===== config.mk =====
export PLATFORM = sky130hd
export DESIGN_NAME = pipeline_hazard_ctrl
export DESIGN_NICKNAME = d
export VERILOG_FILES = /design/src/rtl/pipeline_hazard_ctrl.sv
export SDC_FILE = /design/constraint.sdc
export NUM_CORES = 1
export LEC_CHECK = 0
export CORE_MARGIN = 1.5
export CORE_UTILIZATION = 40
export CTS_BUF_LIST = sky130_fd_sc_hd__clkbuf_8
export DETAILED_ROUTE_END_ITERATION = 7
export PLACE_DENSITY = 0.81
export SKIP_CTS_REPAIR_TIMING = 1
export SYNTH_ARGS = -nofsm -noshare
export SYNTH_HDL_FRONTEND = slang
export SYNTH_SLANG_ARGS = --single-unit

===== constraint.sdc =====
create_clock -name clk -period 2.35 [get_ports clk]
set_clock_uncertainty 0.2 [all_clocks]
set_input_delay 0.47 -clock clk [delete_from_list [all_inputs] [get_ports clk]]
set_output_delay 0.47 -clock clk [all_outputs]
set_load 0.01 [all_outputs]

===== src/rtl/pipeline_hazard_ctrl.sv =====
// Central stall/flush sequencer for the 5-stage pipeline.
// Resolves load-use hazards, taken-branch flushes and multi-cycle data-memory
// waits (with a timeout watchdog), and counts stall cycles for perf monitoring.
module pipeline_hazard_ctrl #(
    parameter int MEM_TIMEOUT = 15,
    parameter int CNT_W       = 16
) (
    input  logic             clk,
    input  logic             reset,
    input  logic [4:0]       id_rs,
    input  logic [4:0]       id_rt,
    input  logic             id_uses_rt,
    input  logic             ex_mem_read,
    input  logic [4:0]       ex_rd,
    input  logic             ex_branch_taken,
    input  logic             mem_req,
    input  logic             mem_ready,
    output logic             pc_en,
    output logic             if_id_en,
    output logic             if_id_flush,
    output logic             id_ex_en,
    output logic             id_ex_flush,
    output logic             ex_mem_en,
    output logic             mem_wb_en,
    output logic             mem_wb_bubble,
    output logic             mem_timeout_err,
    output logic [CNT_W-1:0] stall_cnt
);

    typedef enum logic [1:0] {
        RUN      = 2'd0,
        MEM_WAIT = 2'd1,
        ERROR    = 2'd2
    } state_t;

    localparam logic [7:0] TIMEOUT = 8'(MEM_TIMEOUT);

    state_t     state, state_nxt;
    logic [7:0] wait_cnt, wait_cnt_nxt;
    logic       err_nxt;
    logic       load_use;
    logic       freeze;
    logic       apply_hazard;

    // A load in EX whose destination feeds the ID instruction; r0 never hazards.
    assign load_use = ex_mem_read && (ex_rd != 5'd0) &&
                      ((ex_rd == id_rs) || (id_uses_rt && (ex_rd == id_rt)));

    // State register, wait counter and sticky watchdog flag.
    always_ff @(posedge clk or posedge reset) begin
        if (reset) begin
            state           <= RUN;
            wait_cnt        <= 8'd0;
            mem_timeout_err <= 1'b0;
        end else begin
            state           <= state_nxt;
            wait_cnt        <= wait_cnt_nxt;
            mem_timeout_err <= err_nxt;
        end
    end

    // Next-state logic: pick which control regime applies this cycle.
    always_comb begin
        state_nxt    = state;
        wait_cnt_nxt = wait_cnt;
        err_nxt      = mem_timeout_err;
        freeze       = 1'b0;
        apply_hazard = 1'b0;
        case (state)
            RUN: begin
                if (mem_req && !mem_ready) begin
                    freeze       = 1'b1;
                    state_nxt    = MEM_WAIT;
                    wait_cnt_nxt = 8'd1;
                end else begin
                    apply_hazard = 1'b1;
                end
            end
            MEM_WAIT: begin
                if (mem_ready) begin
                    apply_hazard = 1'b1;
                    state_nxt    = RUN;
                    wait_cnt_nxt = 8'd0;
                end else begin
                    freeze       = 1'b1;
                    wait_cnt_nxt = wait_cnt + 8'd1;
                    // Counter holds the number of MEM_WAIT cycles entered so far.
                    if (wait_cnt == TIMEOUT) begin
                        state_nxt = ERROR;
                        err_nxt   = 1'b1;
                    end
                end
            end
            ERROR: begin
                state_nxt = ERROR;
            end
            default: begin
                state_nxt = RUN;
            end
        endcase
    end

    // Pipeline control outputs; reset overrides everything combinationally.
    always_comb begin
        pc_en         = 1'b1;
        if_id_en      = 1'b1;
        if_id_flush   = 1'b0;
        id_ex_en      = 1'b1;
        id_ex_flush   = 1'b0;
        ex_mem_en     = 1'b1;
        mem_wb_en     = 1'b1;
        mem_wb_bubble = 1'b0;
        if (reset) begin
            pc_en         = 1'b0;
            if_id_en      = 1'b0;
            if_id_flush   = 1'b1;
            id_ex_en      = 1'b0;
            id_ex_flush   = 1'b1;
            ex_mem_en     = 1'b0;
            mem_wb_en     = 1'b0;
            mem_wb_bubble = 1'b1;
        end else if (state == ERROR) begin
            pc_en         = 1'b0;
            if_id_en      = 1'b0;
            id_ex_en      = 1'b0;
            ex_mem_en     = 1'b0;
            mem_wb_en     = 1'b0;
            mem_wb_bubble = 1'b1;
        end else if (freeze) begin
            // Hold the front of the pipe; WB still clocks but retires nothing,
            // so the frozen MEM instruction is not written back twice.
            pc_en         = 1'b0;
            if_id_en      = 1'b0;
            id_ex_en      = 1'b0;
            ex_mem_en     = 1'b0;
            mem_wb_bubble = 1'b1;
        end else if (apply_hazard) begin
            if (load_use) begin
                pc_en       = 1'b0;
                if_id_en    = 1'b0;
                id_ex_flush = 1'b1;
                // A taken branch discards the held IF/ID instruction anyway.
                if_id_flush = ex_branch_taken;
            end else if (ex_branch_taken) begin
                if_id_flush = 1'b1;
                id_ex_flush = 1'b1;
            end
        end
    end

    // Saturating count of cycles in which the PC did not advance.
    always_ff @(posedge clk or posedge reset) begin
        if (reset) begin
            stall_cnt <= '0;
        end else if (!pc_en && (stall_cnt != {CNT_W{1'b1}})) begin
            stall_cnt <= stall_cnt + 1'b1;
        end
    end

endmodule


==> results of run 1 <==
through the flow:
step / power, mW / utilization (%) / hold WS, ns / setup TNS, ns / cells
floorplan: 1.02 / - / 0.170 / 0 / 155
global placement: 1.37 / 61.9 / 0.249 / -8.05 / 264
detailed placement: 1.38 / 61.9 / 0.261 / -8.71 / 264
CTS: 1.65 / 63.3 / 0.284 / -4.19 / 268
global route: 1.74 / 65.0 / 0.305 / -0.0573 / 268
finish: 1.64 / 65.0 / 0.275 / -0.00509 / 268
path summary, 6_finish.rpt:
kind | endpoint | slack (ns)
max reg2reg | stall_cnt[1]$_DFFE_PP0P_ | 0.26
min in group asynchronous | state[0]$_DFFE_PP0P_ | 0.47
min reg2reg | mem_timeout_err$_DFFE_PP0P_ | 0.27
min | mem_timeout_err$_DFFE_PP0P_ | 0.27
max in group asynchronous | stall_cnt[14]$_DFFE_PP0P_ | 1.23
max | pc_en | -0.005
cell type report:
class                           instances  area, µm²
Clock buffer                            3       41.3
Timing Repair Buffer                   66        633
Clock inverter                          1       7.51
Fill cell                             284       1200
Multi-Input combinational cell        116        785
Tap cell                               46       57.6
Inverter                                9       37.5
Sequential cell                        27        676
synth_stat cells, types with 4 or more instances:
library cell	number	share of area [%]
dfrtp_1	27	46
inv_1	9	2.3
nand2_1	13	3.3
nand3_1	9	3.0
nand4_1	4	1.7
nor2_1	16	4.0
nor3_1	10	3.4
o21ai_0	8	2.7
xnor2_1	14	8.3
xor2_1	13	7.7
cells by family (layout without fill, tap and decap cells):
logic type	Yosys count	count (layout)	share of synthesized area, %
AO/OA/AOI/OAI	21	21	9.61
adder cells (fa/ha/maj)	2	2	1.69
flip-flops	27	27	45.5
multiplexers	3	3	2.36
XOR/XNOR	27	27	15.9
buffers and inverters	12	79	4.05
AND/OR/NAND/NOR	63	63	20.8
registers in the layout (all words and copies together) (netlist names):
| register | flops |
|---|---|
| state | 2 |
| stall_cnt | 16 |
| wait_cnt | 8 |
| mem_timeout_err | 1 |
critical path: stages:
cell,delay (ns)
buf_6,0.09
or4_4,0.54
o21ai_4,0.18
nor2_4,0.06
a21oi_4,0.18
buf_2,0.16
layer usage:
metal	part of all wire [%]	routed length, µm	track usage (%)	up-vias
li1	-	-	-	665
met1	46	1590	21.9	618
met2	49	1690	27.3	28
met3	3.4	115	3.35	4
met4	1.0	35	2.45	0
met5	0	0	0	-
power by group through the flow:
stage	Clock (mW)	Sequential [mW]	Combinational [mW]
final	0.268	0.721	0.652
after global routing	0.290	0.743	0.710
after CTS	0.271	0.720	0.657
after detailed placement	0	0.728	0.655
after global placement	0	0.723	0.642
after floorplan	0	0.755	0.265
==> metrics.txt, run 1 <==
H-Tree Level Count=1; layout overhead on the synthesized area=50.8%; reg-to-reg critical path startpoint=state[0]$_DFFE_PP0P_; first-pass GRT wire length=5.37 mm; most common cell after layout, fill and taps aside=dfrtp_1; number of remaining DRC errors=0; maximum number of pins on one net before global-route repair=28; run status=finished with violations; Leakage=roughly 1.1 nW; violations in the final reports=setup timing; power dissipated by switching net loads=roughly 0.56 mW; clock insertion delay at the later pin of the skew report=0.27 ns; Port-buffer cells=between 40 and 50; unrepaired setup endpoints after global routing=true; first element of the critical path=ex_rd[4]; area of the placeable core=about 0.0034 mm²; Max clock buf depth=2; initial cell density of the core=between 40% and 50%; vias per std cell=approximately 4.9; CTS tree=yes; post-DP HPWL=2.53 mm; floorplan die height=63.9 µm; transition time at the pin with the least slew margin=about 0.44 ns; proportion of synthesized flip-flops having asynchronous set or reset=100%; clock root cell=clkbuf_8; hold violation total from the final report=0; areal power density over the cells=approximately 730 mW/mm²; number of sinks handled by clock tree synthesis=27; Max Transition Viols Final=0; Placer Congestion=0.846; Die Width=between 60 and 70 µm; headroom to the max-slew limit=approximately 70%; Worst setup SP type=primary input; ys flop type=dfrtp_1; overall track demand over capacity in global routing=16.2%; post-synthesis average cell area=roughly 9.6 µm²; Pre-antenna DRT Iters=4; worst hold stages=1; # setup viols final=1; number of antenna violations at the first check in global routing=0; critical path class=in2out; fraction of final layout cells sized beyond drive strength 1=18.5%; logic depth of the worst register-to-register path=8; clock-pin transition on the worst setup and hold timing paths=0.09 ns; Synth cell types=35; Placement Cell Area=about 0.0021 mm²; synthesized instance count=~160; Detailed Route Iter0 Violations=59; Non-Filler Cell Area, Final=0.00224 mm²; most frequent cells in the layout=27 x dfrtp_1, 24 x clkdlybuf4s50_1, 20 x buf_4; count of antenna-violating nets left after detailed routing=0; power share of the combinational group=between 30% and 40%; Synthesis Warnings=0; flip-flop and latch count after synthesis=27; Routed Wire Length=~3.4 mm; share of the yosys chip area belonging to registers=about 46%; detail-routed net length per standard cell=between 10 and 15 µm; Die Footprint=0.00408 mm²; required arrival time at the worst endpoint=around 1.7 ns; number of ports placed on the die boundary=47; least setup slack across all paths after layout=-0.00509 ns; final critical path time including I/O delays and setup=between 2 and 2.5 ns; hold crit path type=reg2reg; Post-Place Setup Slack=-0.689 ns; cts bufs inserted=3; Net Count, Synth=~180; Crit Path Max Fanout=3; max frequency=between 400 and 500 MHz; share of total power in the clock network=between 15 and 20%; switching share of total power=between 30% and 40%; period utilisation layout=100%; FP Rows=21; NumNets Final=approximately 250; crit end category=output pin; origin of the worst min-delay path=mem_timeout_err$_DFFE_PP0P_; data arrival time of the critical path=~1.7 ns; P_int=approximately 1.1 mW; max-capacitance violation count=0; sequential share of power=between 40% and 50%; diodes inserted=0; Synth Cell Area=between 0.001 and 0.0015 mm²; Post-synth EDFFs=0; grt ovf=0; number of global-route vias before repair=around 1200; largest voltage drop on the vdd net=~0.52 mV; total vias in the final route=1315
No activity file was read; power rests on OpenSTA's default activity.
==> run 2, diff against run 1 <==
--- a/config.mk
+++ b/config.mk
@@ -6,11 +6,12 @@
 export NUM_CORES = 1
 export LEC_CHECK = 0
 export CORE_MARGIN = 1.5
-export CORE_UTILIZATION = 40
+export CORE_UTILIZATION = 43
 export CTS_BUF_LIST = sky130_fd_sc_hd__clkbuf_8
 export DETAILED_ROUTE_END_ITERATION = 7
-export PLACE_DENSITY = 0.81
+export PLACE_DENSITY = 0.86
 export SKIP_CTS_REPAIR_TIMING = 1
+export SLEW_MARGIN = 20
 export SYNTH_ARGS = -nofsm -noshare
 export SYNTH_HDL_FRONTEND = slang
 export SYNTH_SLANG_ARGS = --single-unit
==> run 2 against run 1 <==
The flow still finishes with violations (setup timing). First-iteration DRC count increased by 83%. Die area shrank 6.7%. Worst setup slack worse by 0.011 ns. Cell count fell by 0.75%. Register-to-register slack improved by 0.10 ns. Non-clock buffer count down 2. Total power is 0.68% lower. Count of clock-buffer cells in the layout unchanged. Routed wire length grew 6.1%. Clock power shrank 4%. Combinational power hardly changed. Cell area down 1.1%. Largest cell class unchanged. Largest power group unchanged.
==> metrics.txt, run 2 (same netlist as run 1, synthesis figures left out) <==
Final Core Density=66.9%; worst path cell trace=clkdlybuf4s50_1, xnor2_1, nand2_1, o22ai_2, buf_4, a21oi_4, buf_2; maximum number of pins on one net before global-route repair=28; Post-Place Setup Slack=-0.688 ns; least setup slack across all paths after layout=-0.0166 ns; number of antenna violations at the first check in global routing=0; Leakage=approximately 1.1 nW; fraction of final layout cells sized beyond drive strength 1=between 15 and 20%; hold crit path type=in2async; Total Negative Setup Slacks=-0.0166 ns; overall track demand over capacity in global routing=19.1%; met1 track demand over resource in global routing=between 20% and 30%; worst path buffer plus inverter count=3; areal power density over the cells=between 700 and 800 mW/mm²; Largest delay share family, worst path=buffers and inverters; grt ovf=0; Max clock buf depth=2; Port-buffer cells=46; grt met2 use=between 30 and 40%; transition time at the pin with the least slew margin=0.380 ns; cts bufs inserted=3; layer with the highest usage after global routing=met2; period utilisation layout=101%; most flop-heavy register=stall_cnt; Non-Filler Cell Area, Final=between 0.002 and 0.0025 mm²; most common cell after layout, fill and taps aside=dfrtp_1; Max Transition Viols Final=0; final critical path time including I/O delays and setup=around 2.4 ns; Tot Pwr=approximately 1.6 mW; post-DP HPWL=about 2.6 mm; Worst setup SP type=primary input; registers with the most flip-flops=stall_cnt (16), wait_cnt (8), state (2); headroom to the max-slew limit=between 70% and 80%; data arrival time of the critical path=~1.7 ns; clock root cell=clkbuf_8; initial cell density of the core=between 40 and 50%; largest voltage drop on the vdd net=between 0.7 and 0.8 mV; hold violation total from the final report=0; number of filler instances in the final layout=approximately 280; clock insertion delay at the later pin of the skew report=~0.27 ns; floorplan die height=~60 µm; # setup viols final=1; CTS tree=yes; CP peak stage delay=0.43 ns; vias per std cell=between 5 and 6; H-Tree Level Count=1; Crit Path Max Fanout=3; Routed Wire Length=~3.6 mm; number of ports placed on the die boundary=47; Die Footprint=approximately 0.0038 mm²; layout overhead on the synthesized area=49.2%; max-capacitance violation count=0; Placer Congestion=a little under 0.9; FP Rows=21; NumNets Final=about 250; violations in the final reports=setup timing; run status=finished with violations; critical path class=in2out; met3 usage=approximately 4.1%; Placement Cell Area=~0.0021 mm²; number of sinks handled by clock tree synthesis=27; number of remaining DRC errors=0; Pre-antenna DRT Iters=4; detail-routed net length per standard cell=between 10 and 15 µm; most frequent cells in the layout=27 x dfrtp_1, 22 x clkdlybuf4s50_1, 18 x dlymetal6s2s_1, 18 x buf_4; number of global-route vias before repair=approximately 1300; unrepaired setup endpoints after global routing=true; crit end category=output pin; number of flip-flops under the largest register name=16; Die Width=61.7 µm; first-pass GRT wire length=between 5 and 6 mm; max frequency=~420 MHz; count of antenna-violating nets left after detailed routing=0; Detailed Route Iter0 Violations=about 110; clock-pin transition on the worst setup and hold timing paths=approximately 0.080 ns; area of the placeable core=0.00331 mm²; Max stage delay cell, worst path=clkdlybuf4s50_1; total vias in the final route=1345; required arrival time at the worst endpoint=about 1.7 ns; diodes inserted=0
## run 2: changes by cell type in the layout (fill, tap and decap cells not counted)
cell,previous run,this run
a21o_1,2,1
a21o_4,0,1
buf_4,20,18
clkdlybuf4s50_1,24,22
clkinvlp_4,2,1
dlymetal6s2s_1,16,18
inv_1,8,9
nor2_1,15,14
nor2_2,1,3
nor2_4,1,0
o21ai_2,0,1
o21ai_4,1,0
xnor2_1,13,14
xnor2_2,1,0
## run 2: area by class of cell
type / instances / area [µm²] / area share [%]
Tap cell: 46 / 57.6 / 2.60
Inverter: 9 / 37.5 / 1.70
Clock buffer: 3 / 41.3 / 1.87
Multi-Input combinational cell: 116 / 774 / 35.0
Clock inverter: 1 / 3.75 / 0.170
Sequential cell: 27 / 676 / 30.5
Timing Repair Buffer: 64 / 623 / 28.2
## run 2: metal layers
layer | vias up | wire, µm
li1 | 665 | -
met1 | 641 | 1600
met2 | 32 | 1850
met3 | 7 | 146
met4 | 0 | 33
met5 | - | 0
## run 2: power breakdown
part,switching [mW],total [mW],internal [mW]
clock network,0.139,0.256,0.117
registers,0.143,0.723,0.580
logic,0.269,0.650,0.381
## run 2: tightest hold or removal path, cell delays in order
cell	delay, ns
dlymetal6s2s_1	0.17
clkinvlp_4	0.09
buf_4	0.32
## run 2: path summary, 6_finish.rpt
path                                             startpoint                          end  slack [ns]  depth (start not counted)
worst min-delay path                                  reset         state[0]$_DFFE_PP0P_        0.17                          3
worst min register to register  mem_timeout_err$_DFFE_PP0P_  mem_timeout_err$_DFFE_PP0P_        0.28                          1
min in group clk                mem_timeout_err$_DFFE_PP0P_  mem_timeout_err$_DFFE_PP0P_        0.28                          1
worst max-delay path                               id_rt[0]                        pc_en       -0.02                          7
max in group asynchronous                             reset      wait_cnt[4]$_DFFE_PP0P_        1.52                          3
worst max register to register         state[0]$_DFFE_PP0P_     stall_cnt[1]$_DFFE_PP0P_        0.36                          8
## run 2: per-stage QoR
step                      cells  hold slack, ns
after floorplan             155           0.170
after global routing        266           0.205
final                       266           0.171
after global placement      261           0.250
after CTS                   265           0.284
after detailed placement    261           0.260
==> run 3, diff against run 2 <==
--- a/config.mk
+++ b/config.mk
@@ -5,10 +5,12 @@
 export SDC_FILE = /design/constraint.sdc
 export NUM_CORES = 1
 export LEC_CHECK = 0
+export ABC_CLOCK_PERIOD_IN_PS = 2100
 export CORE_MARGIN = 1.5
 export CORE_UTILIZATION = 43
 export CTS_BUF_LIST = sky130_fd_sc_hd__clkbuf_8
 export DETAILED_ROUTE_END_ITERATION = 7
+export GPL_ROUTABILITY_DRIVEN = 0
 export PLACE_DENSITY = 0.86
 export SKIP_CTS_REPAIR_TIMING = 1
 export SLEW_MARGIN = 20
==> constraint.sdc (replaced) <==
create_clock -name clk -period 2.1 [get_ports clk]
set_clock_uncertainty 0.2 [all_clocks]
set_input_delay 0.42 -clock clk [delete_from_list [all_inputs] [get_ports clk]]
set_output_delay 0.42 -clock clk [all_outputs]
set_load 0.01 [all_outputs]
==> run 3 against run 2 <==
The run still ends with setup timing left. Worst setup slack lost 0.16 ns. Routed wire length grew 2.8%. Die area is the same. Count of clock-buffer cells in the layout is the same. Cell count grew 1.9%. Non-clock buffer count grew 5. Critical path type unchanged. Critical endpoint unchanged. Largest cell class unchanged.
==> metrics.txt, run 3 (same netlist as run 1, synthesis figures left out) <==
violations in the final reports=setup timing; NumNets Final=250; Die Width=61.7 µm; Total Negative Setup Slacks=-0.910 ns; period utilisation layout=108%; cts bufs inserted=3; transition time at the pin with the least slew margin=about 0.35 ns; post-DP HPWL=2.71 mm; Crit Path Max Fanout=3; number of global-route vias before repair=~1300; number of ports placed on the die boundary=47; met3 usage=~4.1%; most common cell after layout, fill and taps aside=dfrtp_1; fraction of final layout cells sized beyond drive strength 1=between 20 and 25%; least setup slack across all paths after layout=-0.175 ns; largest voltage drop on the vdd net=around 0.55 mV; diodes inserted=0; Pre-antenna DRT Iters=5; layer with the highest usage after global routing=met2; most frequent cells in the layout=27 x dfrtp_1, 23 x buf_4, 21 x clkdlybuf4s50_1; Port-buffer cells=46; count of antenna-violating nets left after detailed routing=0; Non-Filler Cell Area, Final=0.00237 mm²; origin of the worst min-delay path=mem_ready; number of remaining DRC errors=0; grt met2 use=between 30% and 40%; number of sinks handled by clock tree synthesis=27; first-pass GRT wire length=just under 6 mm; headroom to the max-slew limit=~76%; Placement Cell Area=0.00214 mm²; reg-to-reg critical path startpoint=state[0]$_DFFE_PP0P_; hold violation total from the final report=0; maximum number of pins on one net before global-route repair=28; crit end category=output pin; CP peak stage delay=around 0.54 ns; layout overhead on the synthesized area=59.4%; met1 track demand over resource in global routing=24.4%; clock-pin transition on the worst setup and hold timing paths=~0.090 ns; clock root cell=clkbuf_8; Max Transition Viols Final=0; Leakage=about 1.1 nW; max-capacitance violation count=0; Largest delay share family, worst path=simple AND/OR/NAND/NOR gates; CTS tree=yes; # setup viols final=10; max frequency=440 MHz; hold crit path type=in2reg; number of flip-flops under the largest register name=16; worst path cell trace=buf_6, or4_4, o21ai_4, nor2_4, a21oi_4, buf_2; detail-routed net length per standard cell=approximately 14 µm; Routed Wire Length=roughly 3.7 mm; H-Tree Level Count=1; final critical path time including I/O delays and setup=2.28 ns; critical path class=in2out; most flop-heavy register=stall_cnt; number of antenna violations at the first check in global routing=0; required arrival time at the worst endpoint=approximately 1.5 ns; overall track demand over capacity in global routing=approximately a fifth; run status=finished with violations; Post-Place Setup Slack=-0.849 ns; grt ovf=0; Worst setup SP type=primary input; FP Rows=21; total vias in the final route=about 1400; Max clock buf depth=2; Max stage delay cell, worst path=or4_4; worst path buffer plus inverter count=2; Detailed Route Iter0 Violations=71; Tot Pwr=1.91 mW; areal power density over the cells=between 800 and 900 mW/mm²; vias per std cell=slightly above 5; Die Footprint=around 0.0038 mm²; clock insertion delay at the later pin of the skew report=about 0.28 ns; area of the placeable core=between 0.003 and 0.004 mm²; unrepaired setup endpoints after global routing=true; first element of the critical path=ex_rd[1]; floorplan die height=between 60 and 70 µm; registers with the most flip-flops=stall_cnt (16), wait_cnt (8), state (2); data arrival time of the critical path=1.66 ns; number of filler instances in the final layout=around 240; initial cell density of the core=about 45%
-- run 3: layout make-up --
cell class,instances,area (µm²),share of cell area [%]
inverter,9,37.5,1.59
multi-input combinational,116,886,37.4
sequential,27,676,28.6
tap,46,57.6,2.43
timing repair buffer,69,661,27.9
clock inverter,1,7.51,0.317
clock buffer,3,41.3,1.75
-- run 3: tightest hold or removal path: stages --
cell and delay, ns:
dlymetal6s2s_1 0.10, buf_4 0.13, o31ai_1 0.07
-- run 3: worst paths after layout --
| kind | endpoint | slack, ns | depth (start not counted) |
|---|---|---|---|
| max reg2reg | stall_cnt[2]$_DFFE_PP0P_ | 0.02 | 9 |
| min in group asynchronous | state[1]$_DFFE_PP0P_ | 0.44 | 3 |
| max in group asynchronous | stall_cnt[13]$_DFFE_PP0P_ | 1.01 | 3 |
| max | pc_en | -0.18 | 6 |
| min reg2reg | mem_timeout_err$_DFFE_PP0P_ | 0.28 | 1 |
| min | wait_cnt[2]$_DFFE_PP0P_ | 0.28 | 3 |
-- run 3: power breakdown --
group | internal (mW) | switching [mW] | leakage, nW
Combinational | 0.453 | 0.350 | 0.781
Clock | 0.135 | 0.173 | 0.0217
Sequential | 0.649 | 0.147 | 0.337
-- run 3: metal layers --
| layer | up-vias | routed length [µm] |
|---|---|---|
| met5 | - | 0 |
| met4 | 0 | 65 |
| met3 | 9 | 139 |
| met2 | 40 | 1940 |
| met1 | 668 | 1600 |
| li1 | 672 | - |
-- run 3: stage by stage --
step                      util, %  cells  hold slack (ns)
after floorplan                 -    155            0.120
after global placement       64.8    266            0.252
after detailed placement     64.8    266            0.257
after CTS                    66.3    270            0.281
after global routing         71.5    271            0.295
final                        71.5    271            0.278
